## src/rtl/rr_sel4_pkg.sv

```systemverilog
// rr_sel4_pkg: shared types and helpers for the rr_sel4 round-robin select
// generator.
//   state_t : arbiter state (IDLE, GRANT)
//   NCH     : number of request channels
//   ch2sel  : converts a natural channel index into the swapped-bit select
//             that the 4:1 mux decoder expects.
package rr_sel4_pkg;

  localparam int NCH = 4;

  typedef enum logic {
    IDLE  = 1'b0,
    GRANT = 1'b1
  } state_t;

  // The mux decoder treats s[0] as its MSB, so the index bits are swapped.
  function automatic logic [1:0] ch2sel(input logic [1:0] ch);
    return {ch[0], ch[1]};
  endfunction

endpackage

```

## src/rtl/rr_sel4_if.sv

```systemverilog
// rr_sel4_if: request/select bundle between the requesters, the arbiter and
// the mux.
//   req   : per-channel request lines (bit k = channel k)
//   s     : mux select, swapped-bit encoding
//   gnt   : one-hot grant, zero when idle
//   valid : a grant is active; qualifies the mux output
//   ch    : granted channel index, natural binary
// Modports: master = requester side (drives req), slave = arbiter side.
interface rr_sel4_if;
  logic [3:0] req;
  logic [1:0] s;
  logic [3:0] gnt;
  logic       valid;
  logic [1:0] ch;

  modport master (output req, input s, input gnt, input valid, input ch);
  modport slave  (input req, output s, output gnt, output valid, output ch);
endinterface

```

## src/rtl/rr_sel4_pick4.sv

```systemverilog
// rr_pick4: combinational rotating-priority picker for four channels.
//   req      : request lines
//   ptr      : channel searched first; order is ptr, ptr+1, ptr+2, ptr+3
//   excl_en  : when set, channel excl_idx is not eligible
//   excl_idx : channel to exclude
//   hit      : at least one eligible request
//   idx      : first eligible channel in search order (0 when no hit)
module rr_pick4
  import rr_sel4_pkg::*;
(
  input  logic [3:0] req,
  input  logic [1:0] ptr,
  input  logic       excl_en,
  input  logic [1:0] excl_idx,
  output logic       hit,
  output logic [1:0] idx
);

  logic [NCH-1:0] elig;

  for (genvar gi = 0; gi < NCH; gi++) begin : g_elig
    assign elig[gi] = req[gi] && !(excl_en && (excl_idx == 2'(gi)));
  end

  // Walk from the farthest offset back to ptr so the nearest eligible
  // channel is the one left in idx.
  always_comb begin
    logic [1:0] j;
    hit = 1'b0;
    idx = 2'd0;
    j   = 2'd0;
    for (int i = NCH - 1; i >= 0; i--) begin
      j = ptr + 2'(i);
      if (elig[j]) begin
        hit = 1'b1;
        idx = j;
      end
    end
  end

endmodule

```

## src/rtl/rr_sel4.sv

```systemverilog
// rr_sel4: round-robin select generator for the 4:1 tristate mux.
// Grants one requesting channel at a time with rotating priority and holds
// the grant while that channel keeps requesting. All outputs are registered
// and reflect the state entered at the most recent clock edge.
//   clk : clock, rising edge
//   rst : synchronous active-high reset
//   bus : rr_sel4_if.slave (req in; s, gnt, valid, ch out)
// Parameters: HOLD_MAX (1..255) grant beat limit, CW counter width.
// Optional build macro RR_SEL4_TIMEOUT_EN: adds the hold counter so a channel
// is forced off after HOLD_MAX cycles when another channel is requesting.
module rr_sel4
  import rr_sel4_pkg::*;
#(
  parameter int HOLD_MAX = 8,
  parameter int CW       = 8
) (
  input  logic     clk,
  input  logic     rst,
  rr_sel4_if.slave bus
);

  if (HOLD_MAX < 1 || HOLD_MAX > 255 || HOLD_MAX >= (2 ** CW)) begin : g_bad_cfg
    $error("rr_sel4: HOLD_MAX must be 1..255 and below 2**CW");
  end

  state_t     state_reg, state_next;
  logic [1:0] ptr_reg, ptr_next;
  logic [1:0] cur_reg, cur_next;
  logic [1:0] s_reg;
  logic [3:0] gnt_reg;
  logic       valid_reg;
  logic [1:0] ch_reg;

  logic       drop;
  logic       timeout;
  logic       others;
  logic [1:0] pick_ptr;
  logic       pick_hit;
  logic [1:0] pick_idx;

  assign drop   = !bus.req[cur_reg];
  assign others = |(bus.req & ~(4'b0001 << cur_reg));

`ifdef RR_SEL4_TIMEOUT_EN
  localparam logic [CW-1:0] HOLD_LIM = CW'(HOLD_MAX);
  logic [CW-1:0] cnt_reg, cnt_next;
  assign timeout = (cnt_reg >= HOLD_LIM) && others;
`else
  assign timeout = 1'b0;
`endif

  // In GRANT the picker already sees the post-handover search order, so a
  // grant ending at this edge re-arbitrates without a dead cycle.
  assign pick_ptr = (state_reg == GRANT) ? 2'(cur_reg + 2'd1) : ptr_reg;

  rr_pick4 u_pick (
    .req     (bus.req),
    .ptr     (pick_ptr),
    .excl_en (timeout),
    .excl_idx(cur_reg),
    .hit     (pick_hit),
    .idx     (pick_idx)
  );

  always_comb begin
    state_next = state_reg;
    ptr_next   = ptr_reg;
    cur_next   = cur_reg;
`ifdef RR_SEL4_TIMEOUT_EN
    cnt_next   = cnt_reg;
`endif
    case (state_reg)
      IDLE: begin
        if (pick_hit) begin
          state_next = GRANT;
          cur_next   = pick_idx;
`ifdef RR_SEL4_TIMEOUT_EN
          cnt_next   = CW'(1);
`endif
        end
      end
      GRANT: begin
        if (drop || timeout) begin
          ptr_next = 2'(cur_reg + 2'd1);
          if (pick_hit) begin
            cur_next = pick_idx;
`ifdef RR_SEL4_TIMEOUT_EN
            cnt_next = CW'(1);
`endif
          end else begin
            state_next = IDLE;
          end
`ifdef RR_SEL4_TIMEOUT_EN
        end else if (cnt_reg < HOLD_LIM) begin
          // Saturates at HOLD_LIM while the channel is the only requester.
          cnt_next = cnt_reg + CW'(1);
`endif
        end
      end
      default: state_next = IDLE;
    endcase
  end

  always_ff @(posedge clk) begin
    if (rst) begin
      state_reg <= IDLE;
      ptr_reg   <= 2'd0;
      cur_reg   <= 2'd0;
      s_reg     <= 2'b00;
      gnt_reg   <= 4'b0000;
      valid_reg <= 1'b0;
      ch_reg    <= 2'd0;
    end else begin
      state_reg <= state_next;
      ptr_reg   <= ptr_next;
      cur_reg   <= cur_next;
      valid_reg <= (state_next == GRANT);
      gnt_reg   <= (state_next == GRANT) ? (4'b0001 << cur_next) : 4'b0000;
      // s and ch keep their last value while idle; valid marks them stale.
      if (state_next == GRANT) begin
        s_reg  <= ch2sel(cur_next);
        ch_reg <= cur_next;
      end
    end
  end

`ifdef RR_SEL4_TIMEOUT_EN
  always_ff @(posedge clk) begin
    if (rst) cnt_reg <= '0;
    else     cnt_reg <= cnt_next;
  end
`endif

  assign bus.s     = s_reg;
  assign bus.gnt   = gnt_reg;
  assign bus.valid = valid_reg;
  assign bus.ch    = ch_reg;

endmodule

```

## src/flat_wrapper.sv

```systemverilog
// flat-port wrapper written by rule: the top's interface ports become plain ports
module rr_sel4_flat import rr_sel4_pkg::*;
#(
  parameter int HOLD_MAX = 8,
  parameter int CW       = 8
)
  (clk, rst, bus_req, bus_s, bus_gnt, bus_valid, bus_ch);
  rr_sel4_if bus_i ();
  input  logic clk;
  input  logic rst;
  input wire logic [$bits(bus_i.req)-1:0] bus_req;
  output wire logic [$bits(bus_i.s)-1:0] bus_s;
  output wire logic [$bits(bus_i.gnt)-1:0] bus_gnt;
  output wire logic [$bits(bus_i.valid)-1:0] bus_valid;
  output wire logic [$bits(bus_i.ch)-1:0] bus_ch;
  assign bus_i.req = bus_req;
  assign bus_s = bus_i.s;
  assign bus_gnt = bus_i.gnt;
  assign bus_valid = bus_i.valid;
  assign bus_ch = bus_i.ch;
  rr_sel4 #(.HOLD_MAX(HOLD_MAX), .CW(CW)) u_core (.clk(clk), .rst(rst), .bus(bus_i));
endmodule
```

## config.mk

```make
export PLATFORM = sky130hd
export DESIGN_NAME = rr_sel4_flat
export DESIGN_NICKNAME = d
export VERILOG_FILES = /design/src/rtl/rr_sel4_pkg.sv /design/src/rtl/rr_sel4_if.sv /design/src/rtl/rr_sel4_pick4.sv /design/src/rtl/rr_sel4.sv /design/src/flat_wrapper.sv
export SDC_FILE = /design/constraint.sdc
export NUM_CORES = 1
export LEC_CHECK = 0
export ABC_AREA = 1
export CAP_MARGIN = 40
export CORE_MARGIN = 4
export CORE_UTILIZATION = 51
export CTS_BUF_LIST = sky130_fd_sc_hd__clkbuf_2 sky130_fd_sc_hd__clkbuf_4 sky130_fd_sc_hd__clkbuf_8
export CTS_CLUSTER_DIAMETER = 40
export DETAILED_ROUTE_END_ITERATION = 10
export PLACE_DENSITY = 0.78
export SKIP_CTS_REPAIR_TIMING = 1
export SYNTH_ARGS = -nofsm -noshare
export SYNTH_HDL_FRONTEND = slang
export SYNTH_SLANG_ARGS = --single-unit
```

## constraint.sdc

```tcl
create_clock -name clk -period 2 [get_ports clk]
set_input_delay 0.4 -clock clk [delete_from_list [all_inputs] [get_ports clk]]
set_output_delay 0.4 -clock clk [all_outputs]
set_load 0.05 [all_outputs]
```

==> metrics.txt <==
Clock Tree Root clkbuf_4; synth cell count leaders nand2_1 (39), dfxtp_1 (11), nand3_1 (11); WS Path Type reg2out; Horiz. Die Dim 44.5 µm; largest net degree at the start of global routing 9; chip height 44.5 µm; via/cell ratio 5.10; WL final 1470 µm; max-cap viol count 0; crit path capture type primary output; Congestion Overflow GR 0; EDFF count, synth 0; crit-path leading delay family buffers and inverters; I/O pin total 15; final setup fails 0; routed length per instance 10.7 µm; final count of pins violating max slew 0; ANT cells 0; Layout area overhead 26.2%; top area cells in the synthesized netlist dfxtp_1 (32%), nand2_1 (22%), nand3_1 (8.1%); share of the synthesized area in the top cell type 0.325; CTS sink count 11; RSZ-0062 raised after global routing no; peak supply drop 0.986 mV; all-layer global routing usage 0.175; crit path buf inv count 1; gp weighted congestion 0.901; final non-filler cell area 856 µm²; Post-Layout Cell Count 137; first-pass GRT wire length 2550 µm; Mapped Cells 106; maximum clock rate 550 MHz; number of DRC markers in iteration 0 22; Slew @ Worst Pin 0.500 ns; DR vias 699; initial antenna violation count 0; Num CTS Buffers 3; Distinct cells, synth 17; Hold WC Path Type reg2reg; slowest cell delay on critical path 0.81 ns; crit-path cells clkdlybuf4s50_1; ys async rst share 0; drt first pass iters 4; FP Rows 12; register area share after synthesis 0.325; filler cell count 111; core footprint 1170 µm²; most numerous cell in the Yosys netlist nand2_1; worst-path fanout max 3; Critical Path RT 1.60 ns; Yosys top cell by area dfxtp_1; max reg flops 4; Final Util 0.731; Starting Density 0.579; # placed instances 133; Port Buffer Count 14; endpoints failing hold 0; outcome finished clean; Antenna Nets Post-Route 0; Avg Cell Area, Syn 6.40 µm²; Syn Nets 112; clock skew 0.00830 ns; type of origin of the critical path flip-flop; Pleak 0.421 nW; slowest cell on the critical path clkdlybuf4s50_1; Rel. slew slack 0.666; share of cells above drive strength 1 0.220; Final #Nets 130; CTS max path bufs 2; synthesized area 678 µm²; Final Cycle Share 0.909; Die ar. 1980 µm²; placed cell areas 826 µm²; Cell Pwr Density 1360 nW/µm²; Clock transition at path regs 0.06 ns; vias in the first global route 598; drt drc 0; Synth Flop Type dfxtp_1; H-tree levels 1; crit path time final 1.82 ns; CTS tree yes; #FFs+latches synth 11; Syn. warnings 0; Setup TNS 0 ns; Critical Path AT 1.42 ns; Worst-Skew Late Latency 0.27 ns; Detailed Place HPWL 1220 µm
[per-layer routing]
| metal | vias up | share of wire | GRT usage |
|---|---|---|---|
| li1 | 372 | - | - |
| met5 | - | 0 | 0 |
| met2 | 22 | 0.44 | 0.249 |
| met1 | 305 | 0.49 | 0.249 |
| met3 | 0 | 0.070 | 0.0732 |
| met4 | 0 | 0 | 0.0181 |
[cells by family (layout without fill, tap and decap cells)]
logic type / Yosys count / in the layout / synth area share
buffers and inverters: 11 / 28 / 0.0775
and+or+nand+nor: 75 / 75 / 0.530
AOI/OAI and AO/OA: 9 / 9 / 0.0683
DFF: 11 / 11 / 0.325
[through the flow]
stage | setup slack (ns) | hold slack [ns] | power (mW)
floorplan | 0.198 | 0.467 | 0.855
global placement | 0.109 | 0.485 | 1.00
detailed placement | 0.0896 | 0.478 | 1.01
CTS | 0.164 | 0.488 | 1.18
global route | 0.100 | 0.514 | 1.27
finish | 0.181 | 0.486 | 1.16
[area by class of cell]
type	count	area, µm²	area share
clock buffer	4	30.0	0.0351
inverter	8	30.0	0.0351
multi-input combinational	84	405	0.474
sequential	11	220	0.257
tap	14	17.5	0.0205
timing repair buffer	16	153	0.178
[power by group]
part	total [mW]	switching, mW	internal, mW
Combinational	0.675	0.456	0.219
Sequential	0.330	0.0488	0.281
Clock	0.159	0.0688	0.0906
Total	1.16	0.573	0.591
[final timing paths]
kind,startpoint,to,slack [ns],cells past startpoint
max,u_core.bus.s[0],bus_ch[1],0.18,1
min,u_core.bus.s[0],u_core.bus.s[0],0.49,2
max reg2reg,u_core.cur_reg[0],u_core.bus.gnt[1],0.33,13
min reg2reg,u_core.bus.s[0],u_core.bus.s[0],0.49,2
[cell usage in the layout (no fill, tap or decap)]
master,n
nand3_1,11
nand2_4,2
inv_2,4
nand3_2,2
o21ai_0,4
inv_1,4
or2_2,2
a21oi_1,2
buf_4,3
nand2_1,39
nor2_2,3
a31oi_1,1
nand2_2,6
o21ai_1,2
nor4_2,1
clkbuf_4,4
clkdlybuf4s50_1,13
dfxtp_1,11
nor2_1,9
Power figures use the tool's default switching activity.
